===== config.mk =====
export PLATFORM = sky130hd
export DESIGN_NAME = uart_top
export DESIGN_NICKNAME = d
export VERILOG_FILES = /design/src/rtl/uart_top.sv
export SDC_FILE = /design/constraint.sdc
export NUM_CORES = 1
export LEC_CHECK = 0
export BUFFER_PORTS_ARGS = -buffer_cell sky130_fd_sc_hd__buf_2
export CAP_MARGIN = 20
export CORE_UTILIZATION = 55
export CTS_BUF_LIST = sky130_fd_sc_hd__clkbuf_2
export DETAILED_ROUTE_END_ITERATION = 12
export GPL_ROUTABILITY_DRIVEN = 0
export PLACE_DENSITY_LB_ADDON = 0.25
export SLEW_MARGIN = 5
export SYNTH_ARGS = -nofsm -noshare
export SYNTH_HDL_FRONTEND = slang
export SYNTH_SLANG_ARGS = --single-unit

===== constraint.sdc =====
create_clock -name clk -period 3.3 [get_ports clk]
set_input_delay 0.33 -clock clk [delete_from_list [all_inputs] [get_ports clk]]
set_output_delay 0.33 -clock clk [all_outputs]
set_load 0.01 [all_outputs]

===== src/rtl/uart_top.sv =====
// uart_top: full-duplex UART peripheral for a PicoBlaze-style port bus.
// The transmit and receive engines share a bit time (k, in clk cycles), a data
// length (EIGHT) and a parity setup (PEN, OHEL), all supplied at runtime.
//
// Ports:
//   clk       system clock, rising edge
//   rst       asynchronous reset, active low
//   EIGHT     1 = 8 data bits, 0 = 7 data bits
//   PEN       1 = parity bit present
//   OHEL      parity select, 1 = odd, 0 = even
//   RX        serial input, idle high
//   k         bit time in clk cycles (k >= 4)
//   READS     one-hot read strobes: bit0 = RX data, bit1 = status
//   WRITES    one-hot write strobes: bit0 = TX data
//   OUT_PORT  write data from the processor
//   TX        serial output, idle high
//   IN_PORT   read data to the processor (combinational from READS)
//   PED_OUT   one-cycle interrupt pulse when TXRDY or RXRDY rises
module uart_top (
   input  logic        clk,
   input  logic        rst,
   input  logic        EIGHT,
   input  logic        PEN,
   input  logic        OHEL,
   input  logic        RX,
   input  logic [18:0] k,
   input  logic [15:0] READS,
   input  logic [15:0] WRITES,
   input  logic [7:0]  OUT_PORT,
   output logic        TX,
   output logic [7:0]  IN_PORT,
   output logic        PED_OUT
);

   // Strobe bits with no function in this peripheral.
   logic unused_strobes;
   assign unused_strobes = ^{READS[15:2], WRITES[15:1]};

   // ------------------------------------------------------------------
   // Transmitter
   // ------------------------------------------------------------------
   typedef enum logic {TX_IDLE, TX_SHIFT} tx_state_t;

   tx_state_t   tx_state_reg, tx_state_next;
   logic [10:0] tx_shift_reg;
   logic [3:0]  tx_left_reg;
   logic [18:0] tx_cnt_reg;
   logic [10:0] tx_frame;
   logic [7:0]  tx_data;
   logic [3:0]  tx_nbits;
   logic        tx_par;
   logic        tx_bit_done;
   logic        txrdy;

   assign tx_data     = {EIGHT & OUT_PORT[7], OUT_PORT[6:0]};
   assign tx_par      = (^tx_data) ^ OHEL;
   assign tx_nbits    = 4'd9 + {3'b000, EIGHT} + {3'b000, PEN};
   // ">=" keeps a shrinking k from stranding the counter mid-bit.
   assign tx_bit_done = (tx_cnt_reg >= k - 19'd1);

   // Whole frame, LSB first: start, data, optional parity, stop, 1s padding.
   // Configuration is captured here at the write, so the frame in flight
   // cannot be disturbed by later changes to EIGHT/PEN/OHEL.
   genvar gi;
   generate
      for (gi = 0; gi < 11; gi++) begin : g_frame
         if (gi == 0) begin : g_start
            assign tx_frame[gi] = 1'b0;
         end else if (gi <= 7) begin : g_data
            assign tx_frame[gi] = OUT_PORT[gi-1];
         end else if (gi == 8) begin : g_b8
            assign tx_frame[gi] = EIGHT ? OUT_PORT[7] : (PEN ? tx_par : 1'b1);
         end else if (gi == 9) begin : g_b9
            assign tx_frame[gi] = (EIGHT && PEN) ? tx_par : 1'b1;
         end else begin : g_pad
            assign tx_frame[gi] = 1'b1;
         end
      end
   endgenerate

   always_ff @(posedge clk or negedge rst) begin
      if (!rst) tx_state_reg <= TX_IDLE;
      else      tx_state_reg <= tx_state_next;
   end

   always_comb begin
      tx_state_next = tx_state_reg;
      case (tx_state_reg)
         TX_IDLE:  if (WRITES[0]) tx_state_next = TX_SHIFT;
         TX_SHIFT: if (tx_bit_done && tx_left_reg == 4'd1) tx_state_next = TX_IDLE;
         default:  tx_state_next = TX_IDLE;
      endcase
   end

   always_comb begin
      txrdy = (tx_state_reg == TX_IDLE);
   end

   always_ff @(posedge clk or negedge rst) begin
      if (!rst) begin
         tx_shift_reg <= '1;
         tx_left_reg  <= 4'd0;
         tx_cnt_reg   <= 19'd0;
      end else if (tx_state_reg == TX_IDLE) begin
         tx_cnt_reg <= 19'd0;
         if (WRITES[0]) begin
            tx_shift_reg <= tx_frame;
            tx_left_reg  <= tx_nbits;
         end
      end else if (tx_bit_done) begin
         tx_shift_reg <= {1'b1, tx_shift_reg[10:1]};
         tx_left_reg  <= tx_left_reg - 4'd1;
         tx_cnt_reg   <= 19'd0;
      end else begin
         tx_cnt_reg <= tx_cnt_reg + 19'd1;
      end
   end

   assign TX = tx_shift_reg[0];

   // ------------------------------------------------------------------
   // Receiver
   // ------------------------------------------------------------------
   typedef enum logic [1:0] {RX_IDLE, RX_START, RX_DATA, RX_STOP} rx_state_t;

   rx_state_t   rx_state_reg, rx_state_next;
   logic        rx_s1_reg, rx_s2_reg, rx_s3_reg;
   logic [18:0] rx_cnt_reg;
   logic [3:0]  rx_idx_reg;
   logic [8:0]  rx_bits_reg;
   logic        rx_eight_reg, rx_pen_reg, rx_ohel_reg;
   logic [7:0]  rx_data_reg;
   logic        rxrdy_reg, perr_reg, ferr_reg, ovf_reg;
   logic        txrdy_d_reg, rxrdy_d_reg;
   logic        rx_fall, rx_half_hit, rx_bit_done;
   logic [3:0]  rx_last;
   logic        rx_done;
   logic [7:0]  rx_data_new;
   logic        rx_par_bit, rx_perr_new;

   // rx_s3_reg is the previous synchronized value, used only for edge detect.
   assign rx_fall     = rx_s3_reg & ~rx_s2_reg;
   assign rx_half_hit = (rx_cnt_reg >= {1'b0, k[18:1]});
   assign rx_bit_done = (rx_cnt_reg >= k - 19'd1);
   // Index of the last bit collected before the stop bit (data + parity).
   assign rx_last     = 4'd6 + {3'b000, rx_eight_reg} + {3'b000, rx_pen_reg};

   always_ff @(posedge clk or negedge rst) begin
      if (!rst) rx_state_reg <= RX_IDLE;
      else      rx_state_reg <= rx_state_next;
   end

   always_comb begin
      rx_state_next = rx_state_reg;
      case (rx_state_reg)
         RX_IDLE:  if (rx_fall) rx_state_next = RX_START;
         RX_START: if (rx_half_hit) rx_state_next = rx_s2_reg ? RX_IDLE : RX_DATA;
         RX_DATA:  if (rx_bit_done && rx_idx_reg == rx_last) rx_state_next = RX_STOP;
         RX_STOP:  if (rx_bit_done) rx_state_next = RX_IDLE;
         default:  rx_state_next = RX_IDLE;
      endcase
   end

   always_comb begin
      rx_done     = (rx_state_reg == RX_STOP) && rx_bit_done;
      rx_data_new = {rx_eight_reg & rx_bits_reg[7], rx_bits_reg[6:0]};
      rx_par_bit  = rx_eight_reg ? rx_bits_reg[8] : rx_bits_reg[7];
      rx_perr_new = rx_pen_reg && (((^rx_data_new) ^ rx_par_bit) != rx_ohel_reg);
   end

   always_ff @(posedge clk or negedge rst) begin
      if (!rst) begin
         rx_s1_reg    <= 1'b1;
         rx_s2_reg    <= 1'b1;
         rx_s3_reg    <= 1'b1;
         rx_cnt_reg   <= 19'd0;
         rx_idx_reg   <= 4'd0;
         rx_bits_reg  <= 9'd0;
         rx_eight_reg <= 1'b1;
         rx_pen_reg   <= 1'b0;
         rx_ohel_reg  <= 1'b0;
      end else begin
         rx_s1_reg <= RX;
         rx_s2_reg <= rx_s1_reg;
         rx_s3_reg <= rx_s2_reg;
         case (rx_state_reg)
            RX_IDLE: begin
               rx_cnt_reg <= 19'd0;
               rx_idx_reg <= 4'd0;
               if (rx_fall) begin
                  rx_bits_reg  <= 9'd0;
                  rx_eight_reg <= EIGHT;
                  rx_pen_reg   <= PEN;
                  rx_ohel_reg  <= OHEL;
               end
            end
            RX_START: rx_cnt_reg <= rx_half_hit ? 19'd0 : rx_cnt_reg + 19'd1;
            RX_DATA: begin
               if (rx_bit_done) begin
                  rx_bits_reg[rx_idx_reg] <= rx_s2_reg;
                  rx_idx_reg <= rx_idx_reg + 4'd1;
                  rx_cnt_reg <= 19'd0;
               end else begin
                  rx_cnt_reg <= rx_cnt_reg + 19'd1;
               end
            end
            default: rx_cnt_reg <= rx_bit_done ? 19'd0 : rx_cnt_reg + 19'd1;
         endcase
      end
   end

   // Status flags: a completing frame beats a simultaneous data read.
   always_ff @(posedge clk or negedge rst) begin
      if (!rst) begin
         rx_data_reg <= 8'd0;
         rxrdy_reg   <= 1'b0;
         perr_reg    <= 1'b0;
         ferr_reg    <= 1'b0;
         ovf_reg     <= 1'b0;
         txrdy_d_reg <= 1'b1;
         rxrdy_d_reg <= 1'b0;
      end else begin
         txrdy_d_reg <= txrdy;
         rxrdy_d_reg <= rxrdy_reg;
         if (rx_done) begin
            rx_data_reg <= rx_data_new;
            rxrdy_reg   <= 1'b1;
            perr_reg    <= rx_perr_new | (perr_reg & ~READS[0]);
            ferr_reg    <= ~rx_s2_reg  | (ferr_reg & ~READS[0]);
            ovf_reg     <= rxrdy_reg   | (ovf_reg  & ~READS[0]);
         end else if (READS[0]) begin
            rxrdy_reg <= 1'b0;
            perr_reg  <= 1'b0;
            ferr_reg  <= 1'b0;
            ovf_reg   <= 1'b0;
         end
      end
   end

   // ------------------------------------------------------------------
   // Processor interface and interrupt
   // ------------------------------------------------------------------
   always_comb begin
      IN_PORT = 8'h00;
      if (READS[0])      IN_PORT = rx_data_reg;
      else if (READS[1]) IN_PORT = {3'b000, ovf_reg, ferr_reg, perr_reg, txrdy, rxrdy_reg};
   end

   // txrdy_d_reg resets to 1 so leaving reset does not look like a rising edge.
   assign PED_OUT = (txrdy & ~txrdy_d_reg) | (rxrdy_reg & ~rxrdy_d_reg);

endmodule


; After elaboration in Yosys (flattened, before gate mapping)
; Cells that the tools add are included.
; W data, S select, Z words.
[classes]
add_sub_neg = 9
order_cmp = 5
n_eq_ne = 12
n_mux = 39
n_bitwise = 19
n_reduce_logical = 17
[op_table]
columns = cell, count
row1 = $mux W19, 4
row2 = $add A19 B1 Y19 const B, 2
row3 = $ge A19 B19 Y1, 2
row4 = $pmux W19 S2, 1
row5 = $mux W11, 3
row6 = $ge A19 B18 Y1, 1
row7 = $sub A19 B1 Y19 const B, 1
row8 = $mux W9, 2
row9 = $pmux W9 S2, 1
row10 = $mux W4, 4
row11 = $reduce_xor A8 Y1, 2
row12 = $mux W1, 12
row13 = $mux W2, 5
row14 = $ne A2 B2 Y1 const B, 5
row15 = $bwmux W9, 1
row16 = $add A4 B1 Y4, 2
row17 = $and A1 B1 Y1, 8
row18 = $mux W8, 1
row19 = $pmux W2 S4, 1
row20 = $pmux W4 S2, 1
row21 = $logic_and A1 B1 Y1, 6
row22 = $reduce_and A2 Y1, 3
row23 = $reduce_bool A2 Y1, 3
row24 = $lt A4 B5 Y1 const B, 1
row25 = 20 further kinds, 29
[totals]
reg_bits = 89
word_cells = 122

; Logic depth before layout (Yosys ltp)
; Gate-level depths: netlist (run 1).
[depth]
depth_word = 7
depth_mapped = 17
ltp_nobuf = 16

; Least setup slack after synthesis (run 1)
; OpenSTA, ideal clock, no wires.
[synth_path]
kind = in2reg
start = input k[0]
end = register rx_data_reg[1]
setup_time_ps = 125
arrival_ps = 3694
required_time_ps = 3175
slack_ps = -519
stages = 17
path_cell_list = inv_1 ha_1 or4b_2 nor2_1 xnor2_1 ha_1 and4_1 a221oi_1 o211ai_1 maj3_2 a21oi_1 o211ai_1 a41oi_2 buf_4 nor2_2 buf_6 mux2_4
[synth_between]
elab_chain_len = 3
[synth_lines]
columns = item, line
row1 = "start, declared", 26  ; input logic [18:0] k,
row2 = $sub A19 B1 Y19, 144  ; assign rx_bit_done = (rx_cnt_reg >= k - 19'd1);
row3 = $ge A19 B19 Y1, 144
row4 = $logic_and A1 B1 Y1, 165  ; rx_done = (rx_state_reg == RX_STOP) && rx_bit_done;
row5 = "end signal, assigned", 226  ; rx_data_reg <= rx_data_new;
row6 = "end, declared", 132  ; logic [7:0] rx_data_reg;
; Every way passes these cells.
; A chain may end at the register's enable or synchronous reset.

; Worst setup path after layout (run 1)
[layout_path]
start = input k[0]
end = register tx_left_reg[3]
[layout_between]
elab_chain_len = 4
[layout_lines]
columns = item, line
row1 = $sub A19 B1 Y19, 59  ; assign tx_bit_done = (tx_cnt_reg >= k - 19'd1);
row2 = $ge A19 B19 Y1, 59
row3 = $ne A2 B1 Y1 (no source line), -
row4 = $reduce_and A2 Y1 (no source line), -
row5 = "end signal, assigned", 108  ; tx_left_reg <= tx_nbits;
row6 = "end signal, assigned", 112  ; tx_left_reg <= tx_left_reg - 4'd1;
row7 = "end, declared", 46  ; logic [3:0] tx_left_reg;
; Every way passes these cells.

==> impl_metrics.json, run 1 <==
{
  "synth_seq_cells": 88,
  "critical_path.max_stage_delay_ns": 0.51,
  "avgRoutedWirePerCell_um": 16.0,
  "grt_overflow": 0,
  "yosysTopAreaCell": "dfrtp_1",
  "drt-total-wl_um": 14500,
  "htreeDepth": 3,
  "final_cell_mix": "73 x dfrtp_1, 60 x buf_4, 53 x ha_1, 51 x nand2_1, 44 x xnor2_1",
  "slowest_stage": "or4b_4",
  "netlist_area_um2": 6210,
  "hold_viol": 0,
  "antenna_found_initial": 0,
  "ys_top_cells_by_area": "dfrtp_1 29%, ha_1 11%, dfstp_2 6.3%, xnor2_1 6.3%, xor2_1 3.7%",
  "io_pins": 75,
  "grt_pass1_wl_um": 23000,
  "die_w_um": 108,
  "power_density_nw_per_um2": 426,
  "viasPerCell": 5.81,
  "crit_top_cell": "buf_4",
  "netlist_instances": 665,
  "cts_tree": "yes",
  "track_usage_pct": 24.9,
  "crit_path_start": "k[0]",
  "start_util_pct": 56.8,
  "hold_ws_ns": 0.0544,
  "synth_nets": 784,
  "p_total_uw": 3170,
  "cts_root_buf": "clkbuf_2",
  "ys_warn_count": 0,
  "drc": 0,
  "crit_type": "primary input to flip-flop",
  "core_area_um2": 10900,
  "ir_drop_uv": 410,
  "fin_crit_ns": 3.15,
  "clk_pin_slew_ns": 0.23,
  "layout.nets": 883,
  "worst_ep_arrival_time_ns": 3.67,
  "finalSetupTns_ns": 0,
  "numPortBuffers": 45,
  "netlist-cell-type-count": 70,
  "max_freq_ghz": 0.317,
  "vias": 5279,
  "rsz0062_at_grt": "true",
  "std_cell_rows": 38,
  "async_flop_share_pct": 100,
  "finalCritPeriodShare_pct": 95.5,
  "crit_required_ns": 3.82,
  "synth_flop_cell": "dfrtp_1",
  "relSlewSlack_pct": 49.0,
  "setup_viol": 0,
  "drv_cap": 0,
  "yosysSeqAreaShare_pct": 35.8,
  "status": "finished clean",
  "dieArea_um2": 11700,
  "leakagePower_uw": 0.00350,
  "startpoint_type": "primary input",
  "synth_top_cell_area_share_pct": 29.4,
  "slew_violations": 0,
  "synth.avg_cell_area_um2": 9.34,
  "grt_max_degree": 44,
  "grt_pass1_vias": 5045,
  "ff2ff_setup_slack_ns": 0.27,
  "synth_edf_count": 0,
  "reg2reg_from": "rx_cnt_reg[0]$_DFF_PN0_",
  "drive_gt1_share_pct": 25.0,
  "layout_commonest_cell": "dfrtp_1",
  "crit_end": "tx_left_reg[3]$_DFFE_PN0P_",
  "r2r-end": "ferr_reg$_DFFE_PN0P_",
  "drtAntennaViolNets": 0,
  "place_hpwl_um": 10600,
  "insertedDiodeCount": 0,
  "cts_sinks": 88,
  "cts_buffer_depth": 2,
  "tightest_slew_ns": 0.764,
  "drtIter0Drc": 336,
  "areaGrowthSynthToFinish_pct": 19.9,
  "clock_latency_ns": 0.56,
  "cts-buffers-inserted": 9,
  "end_kind": "flip-flop",
  "rr_worst_depth": 14,
  "min_path_cells": 3,
  "fp.dieH_um": 108,
  "first_pass_iters": 5,
  "fin_skew_ns": 0.0123,
  "min_path_type": "primary input to flip-flop",
  "cp_cell_sequence": "buf_8 > inv_6 > ha_4 > or4b_4 > nor2_4 > buf_4 > nand2_2 > xnor2_2 > ha_1 > and3_4 > nand2b_1 > nor4bb_2 > o2111ai_1 > nand3_1 > a221oi_2 > o21a_1 > buf_4 > or3_1 > a31oi_1",
  "critPathMaxFanout": 3
}
## metal layers
metal | wire (µm) | track usage [%] | vias up
met1 | 6420 | 30.6 | 2532
met5 | 0 | 0 | -
met2 | 7410 | 44.4 | 129
li1 | - | - | 2601
met3 | 451 | 4.34 | 17
met4 | 211 | 7.05 | 0
## report_power, final
group | switching [µW] | internal, µW | total (µW)
clock | 377 | 252 | 628
combinational | 520 | 503 | 1020
sequential | 221 | 1300 | 1520
## repair_timing
item / in CTS / in global routing
hold buffers: 3 / 0
endpoints found under the setup margin: 0 / 54
endpoints found under the hold margin: 32 / 0
buffers inserted: 0 / 9
gates resized for setup: 0 / 42
## critical path, delay by kind of cell
kind	cells	cell delay (ns)
and+or+nand+nor	8	1.69
xor gates and xnor gates	1	0.15
buffers and inverters	4	0.43
AOI/OAI and AO/OA	4	0.61
adders and majority gates	2	0.43
## per-stage QoR
stage | setup WS (ns) | util (%) | std cells | cell area, µm²
6_report | 0.149 | 68.1 | 909 | 7440
4_1_cts | 0.104 | 65.4 | 899 | 7150
2_1_floorplan | -0.229 | - | 665 | 6280
3_5_place_dp | -0.567 | 63.9 | 880 | 6980
3_3_place_gp | -0.456 | 63.9 | 880 | 6980
5_1_grt | -0.0588 | 68.1 | 909 | 7440
## synth_stat cells (all sizes together) (6+ instances only)
master and instances:
nand3 27, a21o 11, a22o 8, nor2 47
ha 54, o21ai 18, or4 6, a31oi 13
inv 38, nand2b 6, clkbuf 16, dfstp 15
o211ai 13, and3 13, nor3 28, or3 6
dfrtp 73, mux2 10, nand4 13, buf 11
xor2 26, and2 8, a211oi 10, nor2b 14
a21oi 16, xnor2 46, nand2 52, o31ai 9
## worst min path at each step
| stage | start | end | slack (ns) |
|---|---|---|---|
| floorplan | rst | async pin | 0.03 |
| global placement | rst | rx_idx_reg[2]$_DFFE_PN0P_ | 0.34 |
| detailed placement | rst | rx_data_reg[6]$_DFFE_PN0P_ | 0.34 |
| CTS | PEN | rx_pen_reg$_DFFE_PN0P_ | 0.002 |
| global route | PEN | rx_pen_reg$_DFFE_PN0P_ | 0.03 |
| finish | PEN | rx_pen_reg$_DFFE_PN0P_ | 0.05 |
## kinds of logic (layout without fill, tap and decap cells)
logic type,after synthesis,count (layout),synth area share [%]
simple gates,235,235,19.5
compound gates,133,133,15.3
flops,88,88,35.8
xor+xnor,74,74,11.0
buf+inv,65,169,4.33
fa+ha+maj,55,55,11.1
mux,15,15,2.98
## final cells by class
class | count | area (µm²)
repair buffers | 115 | 862
clock buffers | 10 | 50.0
well taps | 140 | 175
flip-flops and latches | 88 | 2220
multi-input cells | 512 | 3900
fillers | 887 | 3490
clock inverters | 6 | 82.6
inverters | 38 | 150
Power figures use the tool's default switching activity.
==> inputs of run 2 (changes only) <==
Settings changed: SETUP_SLACK_MARGIN from default to 0.2.
==> run 2 against run 1 <==
Register-to-register slack better by 0.03 ns. Worst hold slack better by 0.0060 ns. First-iteration DRC count down 9.8%. Total power up 2.7%. Die area unchanged. Highest routed layer unchanged. Clock-buffer cell count down 1. Via count up 3.2%.
==> impl_metrics.json, run 2 (synthesis results as in run 1) <==
{
  "drive_gt1_share_pct": 32.2,
  "power_density_nw_per_um2": 411,
  "startpoint_type": "primary input",
  "std_cell_rows": 38,
  "crit_top_cell": "o211ai_1",
  "viasPerCell": 5.83,
  "crit_required_ns": 3.84,
  "setup_viol": 0,
  "drc": 0,
  "rr_worst_depth": 12,
  "avgRoutedWirePerCell_um": 16.8,
  "cts_buffer_depth": 2,
  "cts_sinks": 88,
  "fillers": 781,
  "p_total_uw": 3260,
  "ir_drop_uv": 410,
  "layout.nets": 909,
  "cts_tree": "yes",
  "start_util_pct": 56.8,
  "grt_overflow": 0,
  "ff2ff_setup_slack_ns": 0.30,
  "rsz0062_at_grt": "true",
  "cts-buffers-inserted": 9,
  "leakagePower_uw": 0.00373,
  "finalSetupTns_ns": 0,
  "drt-total-wl_um": 15700,
  "place_hpwl_um": 10700,
  "cts_root_buf": "clkbuf_2",
  "max_freq_ghz": 0.313,
  "tightest_slew_ns": 1.05,
  "stdcell_count": 935,
  "core_area_um2": 10900,
  "grt_pass1_wl_um": 24800,
  "crit_end": "rx_idx_reg[2]$_DFFE_PN0P_",
  "htreeDepth": 3,
  "fin_crit_ns": 3.20,
  "antenna_found_initial": 0,
  "critical_path.max_stage_delay_ns": 0.51,
  "fp.dieH_um": 108,
  "finalInstanceArea_um2": 7940,
  "track_usage_pct": 27.0,
  "drtIter0Drc": 303,
  "critPathMaxFanout": 6,
  "io_pins": 75,
  "crit_path_start": "k[1]",
  "layout_commonest_cell": "dfrtp_1",
  "status": "finished clean",
  "clock_latency_ns": 0.61,
  "finalCritPeriodShare_pct": 96.8,
  "relSlewSlack_pct": 30.2,
  "hold_ws_ns": 0.0604,
  "min_path_cells": 3,
  "fin_skew_ns": 0.0421,
  "reg2reg_from": "rx_cnt_reg[7]$_DFF_PN0_",
  "end_kind": "flip-flop",
  "drv_cap": 0,
  "cp_cell_sequence": "buf_8 > inv_4 > ha_4 > or4b_4 > nor2_4 > nor2_2 > ha_1 > and4_4 > o211ai_1 > o211ai_1 > maj3_2 > a21oi_2 > o211ai_1 > a41oi_2 > buf_6 > buf_6 > or4_4 > nand3_2",
  "slowest_stage": "or4b_4",
  "crit_type": "primary input to flip-flop",
  "min_path_type": "primary input to flip-flop",
  "vias": 5449,
  "dpl_cell_area_um2": 7090,
  "numPortBuffers": 45,
  "post-place-cells": 881,
  "grt_pass1_vias": 5376,
  "multi_input_area_um2": 4190,
  "areaGrowthSynthToFinish_pct": 27.9,
  "dieArea_um2": 11700,
  "hold_viol": 0,
  "insertedDiodeCount": 0,
  "final_cell_mix": "73 x dfrtp_1, 72 x buf_4, 52 x ha_1, 42 x nor2_1, 42 x buf_2",
  "regArea_um2": 2220,
  "first_pass_iters": 4,
  "grt_max_degree": 77,
  "drtAntennaViolNets": 0,
  "die_w_um": 108,
  "clk_pin_slew_ns": 0.25,
  "worst_ep_arrival_time_ns": 3.74,
  "r2r-end": "rx_idx_reg[2]$_DFFE_PN0P_",
  "slew_violations": 0
}
## run 2: cell count changes in the layout (fill, tap and decap cells not counted), sizes merged
| cell | previous run | this run |
|---|---|---|
| clkinv | 3 | 4 |
| clkbuf | 12 | 10 |
| inv | 39 | 41 |
| buf | 110 | 135 |
| dlygate4sd3 | 3 | 5 |
| bufinv | 2 | 0 |
## run 2: how the worst min path moves through the flow
stage / from / to / slack (ns)
floorplan: rst / async pin / 0.03
global placement: rx_s1_reg$_DFF_PN1_ / rx_s2_reg$_DFF_PN1_ / 0.35
detailed placement: rx_s1_reg$_DFF_PN1_ / rx_s2_reg$_DFF_PN1_ / 0.35
CTS: OUT_PORT[5] / tx_shift_reg[6]$_DFFE_PN1P_ / 0.008
global route: OUT_PORT[3] / tx_shift_reg[4]$_DFFE_PN1P_ / 0.03
finish: OUT_PORT[5] / tx_shift_reg[6]$_DFFE_PN1P_ / 0.06
## run 2: power breakdown
group | internal, µW | total, µW | switching [µW]
Combinational | 598 | 1180 | 585
Clock | 110 | 521 | 411
Sequential | 1300 | 1560 | 253
## run 2: repair_timing
item / 4_1_cts / 5_1_grt
pin swaps: 26 / 38
resized for setup: 21 / 72
buffers inserted: 13 / 16
hold buffers: 5 / 0
cloned: 0 / 4
setup endpoints to repair: 36 / 62
hold endpoints to repair: 71 / 0
## run 2: per-layer routing
layer	routed length, µm	track usage (%)
met1	6730	32.2
met2	8200	49.0
met3	436	4.64
met4	375	8.78
met5	0	0
## run 2: cell type report
class                           instances  area share (%)
Timing Repair Buffer                  141            13.9
Multi-Input combinational cell        512            52.8
Clock inverter                          7           0.693
Clock buffer                            9           0.567
Sequential cell                        88            28.0
Tap cell                              140            2.21
Inverter                               38            1.89
## run 2: worst max-delay path, delay by kind of cell
family	cells	cell delay (ns)
compound gates	5	0.74
fa+ha+maj	3	0.67
buf+inv	4	0.44
simple gates	6	1.55
## run 2: stage by stage
step	worst slack (ns)	utilization [%]
after floorplan	-0.229	-
after global placement	-0.463	64.8
after detailed placement	-0.615	64.8
after CTS	0.139	68.0
after global routing	-0.0134	72.6
final	0.104	72.6
